[src/rtl/stage_sequencer.sv]
// Multicycle stage controller: one-cycle IF/ID/EX/MEM/WB enables sequenced per instruction class.
// Optional performance counters are built only when PERF_COUNTERS_EN is defined.
module stage_sequencer #(
    parameter logic [4:0]  LW_FUNC     = 5'd2,
    parameter logic [4:0]  SW_FUNC     = 5'd3,
    parameter logic [4:0]  BEQ_FUNC    = 5'd4,
    parameter logic [4:0]  JAL_FUNC    = 5'd1,
    parameter int unsigned MEM_TIMEOUT = 15
) (
    input  logic        clock,
    input  logic        reset,
    input  logic        start,
    input  logic [1:0]  ins_type,
    input  logic [4:0]  func,
    input  logic        stop,
    input  logic        mem_ready,
    output logic        IF_en,
    output logic        ID_en,
    output logic        EX_en,
    output logic        MEM_en,
    output logic        WB_en,
    output logic [2:0]  state,
    output logic        busy,
    output logic        halted,
    output logic        mem_err,
    output logic [15:0] instr_count,
    output logic [31:0] cycle_count
);

    typedef enum logic [2:0] {
        S_IDLE = 3'd0,
        S_IF   = 3'd1,
        S_ID   = 3'd2,
        S_EX   = 3'd3,
        S_MEM  = 3'd4,
        S_WB   = 3'd5,
        S_HALT = 3'd6,
        S_ERR  = 3'd7
    } state_t;

    localparam logic [1:0] TYPE_J = 2'b01;
    localparam logic [1:0] TYPE_I = 2'b10;

    state_t      state_reg;
    logic        if_en_reg, id_en_reg, ex_en_reg, mem_en_reg, wb_en_reg;
    logic        mem_err_reg;
    logic [1:0]  cls_type_reg;
    logic [4:0]  cls_func_reg;
    logic        cls_stop_reg;
    logic [7:0]  wait_reg;

    logic        retire;
    logic        halt_after;
    logic        mem_path;

    // Decide whether the current cycle ends the instruction. In ID the class is not yet
    // latched, so the live decode inputs are used for that one decision.
    always_comb begin
        retire     = 1'b0;
        halt_after = cls_stop_reg;
        case (state_reg)
            S_ID: begin
                retire     = (ins_type == TYPE_J) && (func != JAL_FUNC);
                halt_after = stop;
            end
            S_EX:    retire = (cls_type_reg == TYPE_J) ||
                              ((cls_type_reg == TYPE_I) && (cls_func_reg == BEQ_FUNC));
            S_MEM:   retire = mem_ready && (cls_func_reg != LW_FUNC);
            S_WB:    retire = 1'b1;
            default: retire = 1'b0;
        endcase
    end

    assign mem_path = (cls_type_reg == TYPE_I) &&
                      ((cls_func_reg == LW_FUNC) || (cls_func_reg == SW_FUNC));

    always_ff @(posedge clock or posedge reset) begin
        if (reset) begin
            state_reg    <= S_IDLE;
            if_en_reg    <= 1'b0;
            id_en_reg    <= 1'b0;
            ex_en_reg    <= 1'b0;
            mem_en_reg   <= 1'b0;
            wb_en_reg    <= 1'b0;
            mem_err_reg  <= 1'b0;
            cls_type_reg <= 2'b00;
            cls_func_reg <= 5'd0;
            cls_stop_reg <= 1'b0;
            wait_reg     <= 8'd0;
        end else begin
            if_en_reg  <= 1'b0;
            id_en_reg  <= 1'b0;
            ex_en_reg  <= 1'b0;
            mem_en_reg <= 1'b0;
            wb_en_reg  <= 1'b0;

            if (state_reg == S_ID) begin
                cls_type_reg <= ins_type;
                cls_func_reg <= func;
                cls_stop_reg <= stop;
            end

            if (retire) begin
                if (halt_after) begin
                    state_reg <= S_HALT;
                end else begin
                    state_reg <= S_IF;
                    if_en_reg <= 1'b1;
                end
            end else begin
                case (state_reg)
                    S_IDLE: begin
                        if (start) begin
                            state_reg <= S_IF;
                            if_en_reg <= 1'b1;
                        end
                    end
                    S_IF: begin
                        state_reg <= S_ID;
                        id_en_reg <= 1'b1;
                    end
                    S_ID: begin
                        state_reg <= S_EX;
                        ex_en_reg <= 1'b1;
                    end
                    S_EX: begin
                        if (mem_path) begin
                            state_reg  <= S_MEM;
                            mem_en_reg <= 1'b1;
                            wait_reg   <= 8'd0;
                        end else begin
                            state_reg <= S_WB;
                            wb_en_reg <= 1'b1;
                        end
                    end
                    S_MEM: begin
                        // Only a load reaches here with mem_ready high; a store retires above.
                        if (mem_ready) begin
                            state_reg <= S_WB;
                            wb_en_reg <= 1'b1;
                        end else if (wait_reg == 8'(MEM_TIMEOUT - 1)) begin
                            state_reg   <= S_ERR;
                            mem_err_reg <= 1'b1;
                        end else begin
                            wait_reg <= wait_reg + 8'd1;
                        end
                    end
                    default: state_reg <= state_reg;
                endcase
            end
        end
    end

    assign IF_en   = if_en_reg;
    assign ID_en   = id_en_reg;
    assign EX_en   = ex_en_reg;
    assign MEM_en  = mem_en_reg;
    assign WB_en   = wb_en_reg;
    assign state   = state_reg;
    assign busy    = (state_reg >= S_IF) && (state_reg <= S_WB);
    assign halted  = (state_reg == S_HALT);
    assign mem_err = mem_err_reg;

`ifdef PERF_COUNTERS_EN
    logic [15:0] instr_count_reg;
    logic [31:0] cycle_count_reg;

    always_ff @(posedge clock or posedge reset) begin
        if (reset) begin
            instr_count_reg <= 16'd0;
            cycle_count_reg <= 32'd0;
        end else begin
            if (retire) begin
                instr_count_reg <= instr_count_reg + 16'd1;
            end
            if (busy && (cycle_count_reg != 32'hFFFF_FFFF)) begin
                cycle_count_reg <= cycle_count_reg + 32'd1;
            end
        end
    end

    assign instr_count = instr_count_reg;
    assign cycle_count = cycle_count_reg;
`else
    assign instr_count = 16'd0;
    assign cycle_count = 32'd0;
`endif

endmodule
[config.mk]
export PLATFORM = sky130hd
export DESIGN_NAME = stage_sequencer
export DESIGN_NICKNAME = d
export VERILOG_FILES = /design/src/rtl/stage_sequencer.sv
export SDC_FILE = /design/constraint.sdc
export NUM_CORES = 1
export LEC_CHECK = 0
export BUFFER_PORTS_ARGS = -buffer_cell sky130_fd_sc_hd__buf_2
export CORE_AREA = 2 2 61 63
export DETAILED_ROUTE_END_ITERATION = 10
export DIE_AREA = 0 0 63 65
export PLACE_DENSITY = 0.81
export SLEW_MARGIN = 20
export SYNTH_ARGS = -nofsm -noshare
export SYNTH_HDL_FRONTEND = slang
export SYNTH_SLANG_ARGS = --single-unit
[constraint.sdc]
create_clock -name clock -period 4.95 [get_ports clock]
set_input_delay 0.7425 -clock clock [delete_from_list [all_inputs] [get_ports clock]]
set_output_delay 0.7425 -clock clock [all_outputs]
set_load 0.02 [all_outputs]
-- After elaboration in Yosys (flattened, before gate mapping)
Index checks and enable logic that the tools add are counted.
- register bits after elaboration: 25
- latch bits: 0
- RAM bits: 0
- bits in read-only memories: 0
- bits of input ports: 12
- output and inout port bits: 59
- logic and storage cells: 77
- memories kept: 0
- add/subtract/negate cells: 1
- $mul: 0
- div/mod/pow operators: 0
- magnitude comparators: 2
- equality and inequality tests: 20
- shift-type cells: 0
- multiplexer cells: 28
- bitwise operators: 2
- reductions and logical operators: 13
- operators with widths (cell ; count):
    $mux 8 ; 3
    $mux 1 ; 16
    $pmux 8 s2 ; 1
    $mux 3 ; 5
    $pmux 3 s5 ; 1
    $eq 5x2->1 const B ; 2
    $eq 3x3->1 const B ; 3
    $add 8x1->8 const B ; 1
    $eq 8x4->1 const B ; 1
    $eq 3x2->1 const B ; 2
    $ne 2x2->1 const B ; 3
    $reduce_bool 6->1 ; 1
    $eq 5x3->1 const B ; 1
    $logic_and 1x1->1 ; 5
    $ne 5x1->1 const B ; 1
    $ne 5x2->1 const B ; 1
    $reduce_and 5->1 ; 1
    $eq 2x1->1 const B ; 2
    $ne 4x4->1 const B ; 1
    $pmux 1 s4 ; 1
    $reduce_and 4->1 ; 1
    $eq 3x1->1 const B ; 1
    $ge 3x1->1 const B ; 1
    $le 3x3->1 const B ; 1
    other kinds (8) ; 10

-- Logic depth before layout (Yosys ltp)
- depth after elaboration: 6
- mapped depth: 8
- mapped depth without buffers: 7

-- Least setup slack after synthesis
No wires, ideal clock.
- path type: input -> register
- from: input port func[1]
- to: register state_reg[1] (netlist: state[1])
- data arrival time: 2024 ps
- path slack: 2846 ps
- stages on the path: 5
- path buffers: 0
- path through: nor4_1 > a2111oi_4 > a311o_2 > nor2_2 > mux2i_1
- longest elaborated chain between the ends: 5
- ends and longest elaborated chain (item ; line ; source):
    start: declaration ; 14 ; input logic [4:0] func,
    $ne 5x1->1 * ; 63 ; retire = (ins_type == TYPE_J) && (func != JAL_FUNC);
    $logic_and 1x1->1 * ; 63 ;
    $pmux 1 s4 * ; 61 ; case (state_reg)
    $ne 4x4->1 (no source line) (tied with other cells) ; - ;
    $reduce_and 3->1 (no source line) ; - ;
    end signal: assignment ; 148 ; default: state_reg <= state_reg;
    end: declaration ; 44 ; state_t state_reg;
Every way passes the cells marked *; elsewhere a longest branch is shown, timed or not.
A chain may end at the register's enable or synchronous reset.

-- Final worst setup path
- from: register state_reg[1] (netlist: state[1])
- to: register wait_reg[3]
- longest elaborated chain between the ends: 4
- ends and longest elaborated chain (item ; line ; source):
    $eq 3x3->1 (tied with other cells) ; 61 ;
    $pmux 1 s4 ; 61 ;
    $not 1->1 (no source line) ; - ;
    $reduce_and 5->1 (no source line) ; - ;
    end signal: assignment ; 145 ; wait_reg <= wait_reg + 8'd1;
    end: declaration ; 50 ; logic [7:0] wait_reg;
Several ways; a longest one is shown, not always the timed one.

==> results by group <==
Critical path
  – Worst r2r src: state[1]
  – Worst Path Required: slightly above 5 ns
  – Crit path kind: reg -> reg
  – Startpoint Class: flip-flop
  – Worst EP arrival: 2.44 ns
  – CP max FO: 15
  – CP endpoint kind: flip-flop
  – CP startpoint: state[1]

STA
  – Finish-stage setup viols: 0
  – Max Slew Vio Count: 0
  – Final hold violations: 0
  – Final setup TNS: 0 ns
  – Achievable frequency: 453 MHz
  – Final setup skew: 0.00777 ns
  – Final period utilization: 0.446
  – Post-route setup slack: ~2.7 ns
  – Slew @ Worst Pin: 0.920 ns
  – Max_slew headroom: 0.386
  – Hold slack: 0.479 ns
  – RSZ-0062 raised after global routing: no
  – Period minus WS final: approximately 2.2 ns

Pwr
  – Static Leak: approximately 0.87 nW
  – Peak supply drop: 0.218 mV
  – Power per cell area: 515 nW/um^2

Cells and area
  – Layout Nets: 221
  – Fillers: 370
  – P&R area growth vs syn: -2.17%
  – Layout cells sized above 1: 0.146
  – # diodes: 0
  – Final design utilization: 0.469
  – Multi-input logic area: 787 sq um
  – Register area: 626 sq um
  – Max reg flops: 8

Synth
  – Number of library cell types mapped by synthesis: 37
  – Post-Synthesis Cell Area: 1680 sq um
  – Ranking of synthesized cells by area: dfrtp_1 (37%), buf_4 (22%), nand2_1 (4.7%)
  – Syn_area_per_cell: 8.91 sq um
  – Mapped Cells: 188
  – Yosys warns: 0
  – Synth top area share: 0.373
  – Post-synthesis sequential area ratio: 0.373
  – Yosys top cell by area: dfrtp_1
  – #FFs+latches synth: 25

Clock tree
  – Clock-pin slew on the worst setup and hold paths: 0.14 ns
  – Cts hold-fix bufs: 0
  – Clock Latency Late Sink: around 0.32 ns
  – Clock sinks: 25
  – Cell at the root of the clock tree: clkbuf_4
  – TritonCTS Buffers: 3
  – Setup Fix Bufs, Post-CTS: 0
  – H-tree Lvls: 1
  – # resized after CTS: 0
  – CTS tree: yes
  – CTS max path bufs: 2

GRT
  – First-pass GRT wire length: between 4000 and 5000 um
  – Antenna violations before repair: 0
  – Grt ovf: 0
  – Total Routing Usage GR: 0.136
  – Number of global-route vias before repair: 984
  – Pin count of the biggest net entering global routing: 26

Placed design
  – Port Buffers: 22
  – Detail Placement HPWL: 2080 um
  – GP Congestion: 0.817
  – Pre-CTS WS: 2.55 ns

Hold path
  – Hold path start: mem_err
  – Min-Delay Path Class: reg -> reg

Route
  – Drt total wl: roughly 2800 um
  – Remaining DRCs: 0
  – Drt initial violations: 67
  – Vias: 1177
  – ANT nets after route: 0
  – 1st-pass router iterations: 4
  – WL per Instance: 11.0 um
  – Vias per inst: 4.63

Floorplan
  – FP Rows: 22
  – Die width: 63 um
  – Initial core utilization: 0.479
  – Die height: approximately 65 um
  – Core area: 3500 sq um
  – Ports: 71
  – Die Area: 4100 sq um

Run status
  – Status: finished clean

Flow run
  – Max-Cap Viols: 0
power by group:
group / switching (W) / internal, W
clock: 0.0000597 / 0.0000315
combinational: 0.000255 / 0.000145
sequential: 0.0000800 / 0.000273
metrics by stage:
step | power, W | cells | area [sq um]
detailed placement | 0.000756 | 250 | 1610
CTS | 0.000850 | 254 | 1640
global route | 0.000916 | 254 | 1640
global placement | 0.000746 | 250 | 1610
floorplan | 0.000707 | 235 | 1850
finish | 0.000844 | 254 | 1640
cell usage after synthesis:
| cell type | number |
|---|---|
| a2111oi_4 | 1 |
| a211o_2 | 1 |
| a21o_1 | 1 |
| a21oi_1 | 4 |
| a2bb2oi_1 | 1 |
| a311o_2 | 1 |
| a31oi_1 | 3 |
| a32oi_1 | 2 |
| and3_1 | 5 |
| buf_4 | 48 |
| buf_6 | 3 |
| clkbuf_1 | 4 |
| conb_1 | 1 |
| dfrtp_1 | 25 |
| ha_1 | 2 |
| inv_1 | 8 |
| mux2i_1 | 4 |
| nand2_1 | 21 |
| nand2b_1 | 1 |
| nand3_1 | 1 |
| nand3b_1 | 1 |
| nand4_1 | 3 |
| nand4b_1 | 2 |
| nor2_1 | 12 |
| nor2_2 | 1 |
| nor3_1 | 4 |
| nor3b_1 | 1 |
| nor4_1 | 2 |
| nor4b_1 | 1 |
| nor4b_4 | 1 |
| o211ai_1 | 1 |
| o21ai_0 | 5 |
| o21ai_1 | 12 |
| o31ai_1 | 2 |
| o41ai_1 | 1 |
| or3_1 | 1 |
| or3b_1 | 1 |
final timing paths:
path                                         to  slack [ns]  depth (start not counted)
worst min-delay path                    mem_err        0.48                          1
min in group asynchronous       cls_func_reg[1]        0.60                          2
worst min register to register          mem_err        0.48                          1
worst max-delay path                wait_reg[3]        2.74                          5
max in group asynchronous                 ID_en        3.79                          2
worst max register to register      wait_reg[3]        2.74                          5
layout by cell type (no fill, tap or decap), drive strengths merged:
master   instances
a2111oi          1
a211o            1
a21o             1
a21oi            4
a2bb2oi          1
a311o            1
a31oi            3
a32oi            2
and3             5
buf             22
clkbuf           4
conb            48
dfrtp           25
ha               2
inv              8
mux2i            4
nand2           21
nand2b           1
nand3            1
nand3b           1
nand4            3
nand4b           2
nor2            13
nor3             4
nor3b            1
nor4             2
nor4b            2
o211ai           1
o21ai           17
o31ai            2
o41ai            1
or3              1
or3b             1
kinds of logic after synthesis:
family,count (synthesis),share of synthesized area
buffers and inverters,63,0.262
and+or+nand+nor,58,0.181
AOI/OAI and AO/OA,35,0.142
DFF,25,0.373
muxes,4,0.0239
adders and majority gates,2,0.0149
other,1,0.00224
critical path, cell delays in order (launching register included):
cell and delay [ns]:
dfrtp_1 0.65, or3b_1 0.59, a2111oi_4 0.43, a211o_2 0.28
o21ai_1 0.10, o31ai_1 0.07
routing by layer:
metal	global-route usage	wire, um	vias up
met4	0.0583	39	0
li1	-	-	580
met5	0	0	-
met3	0.0226	223	4
met1	0.182	1260	532
met2	0.219	1280	61
cell type report:
type                       instances  area share
sequential                        25       0.382
clock buffer                       4      0.0160
timing repair buffer              22      0.0672
multi-input combinational        147       0.480
inverter                           8      0.0183
tap                               48      0.0366
No activity file was read; power rests on OpenSTA's default activity.
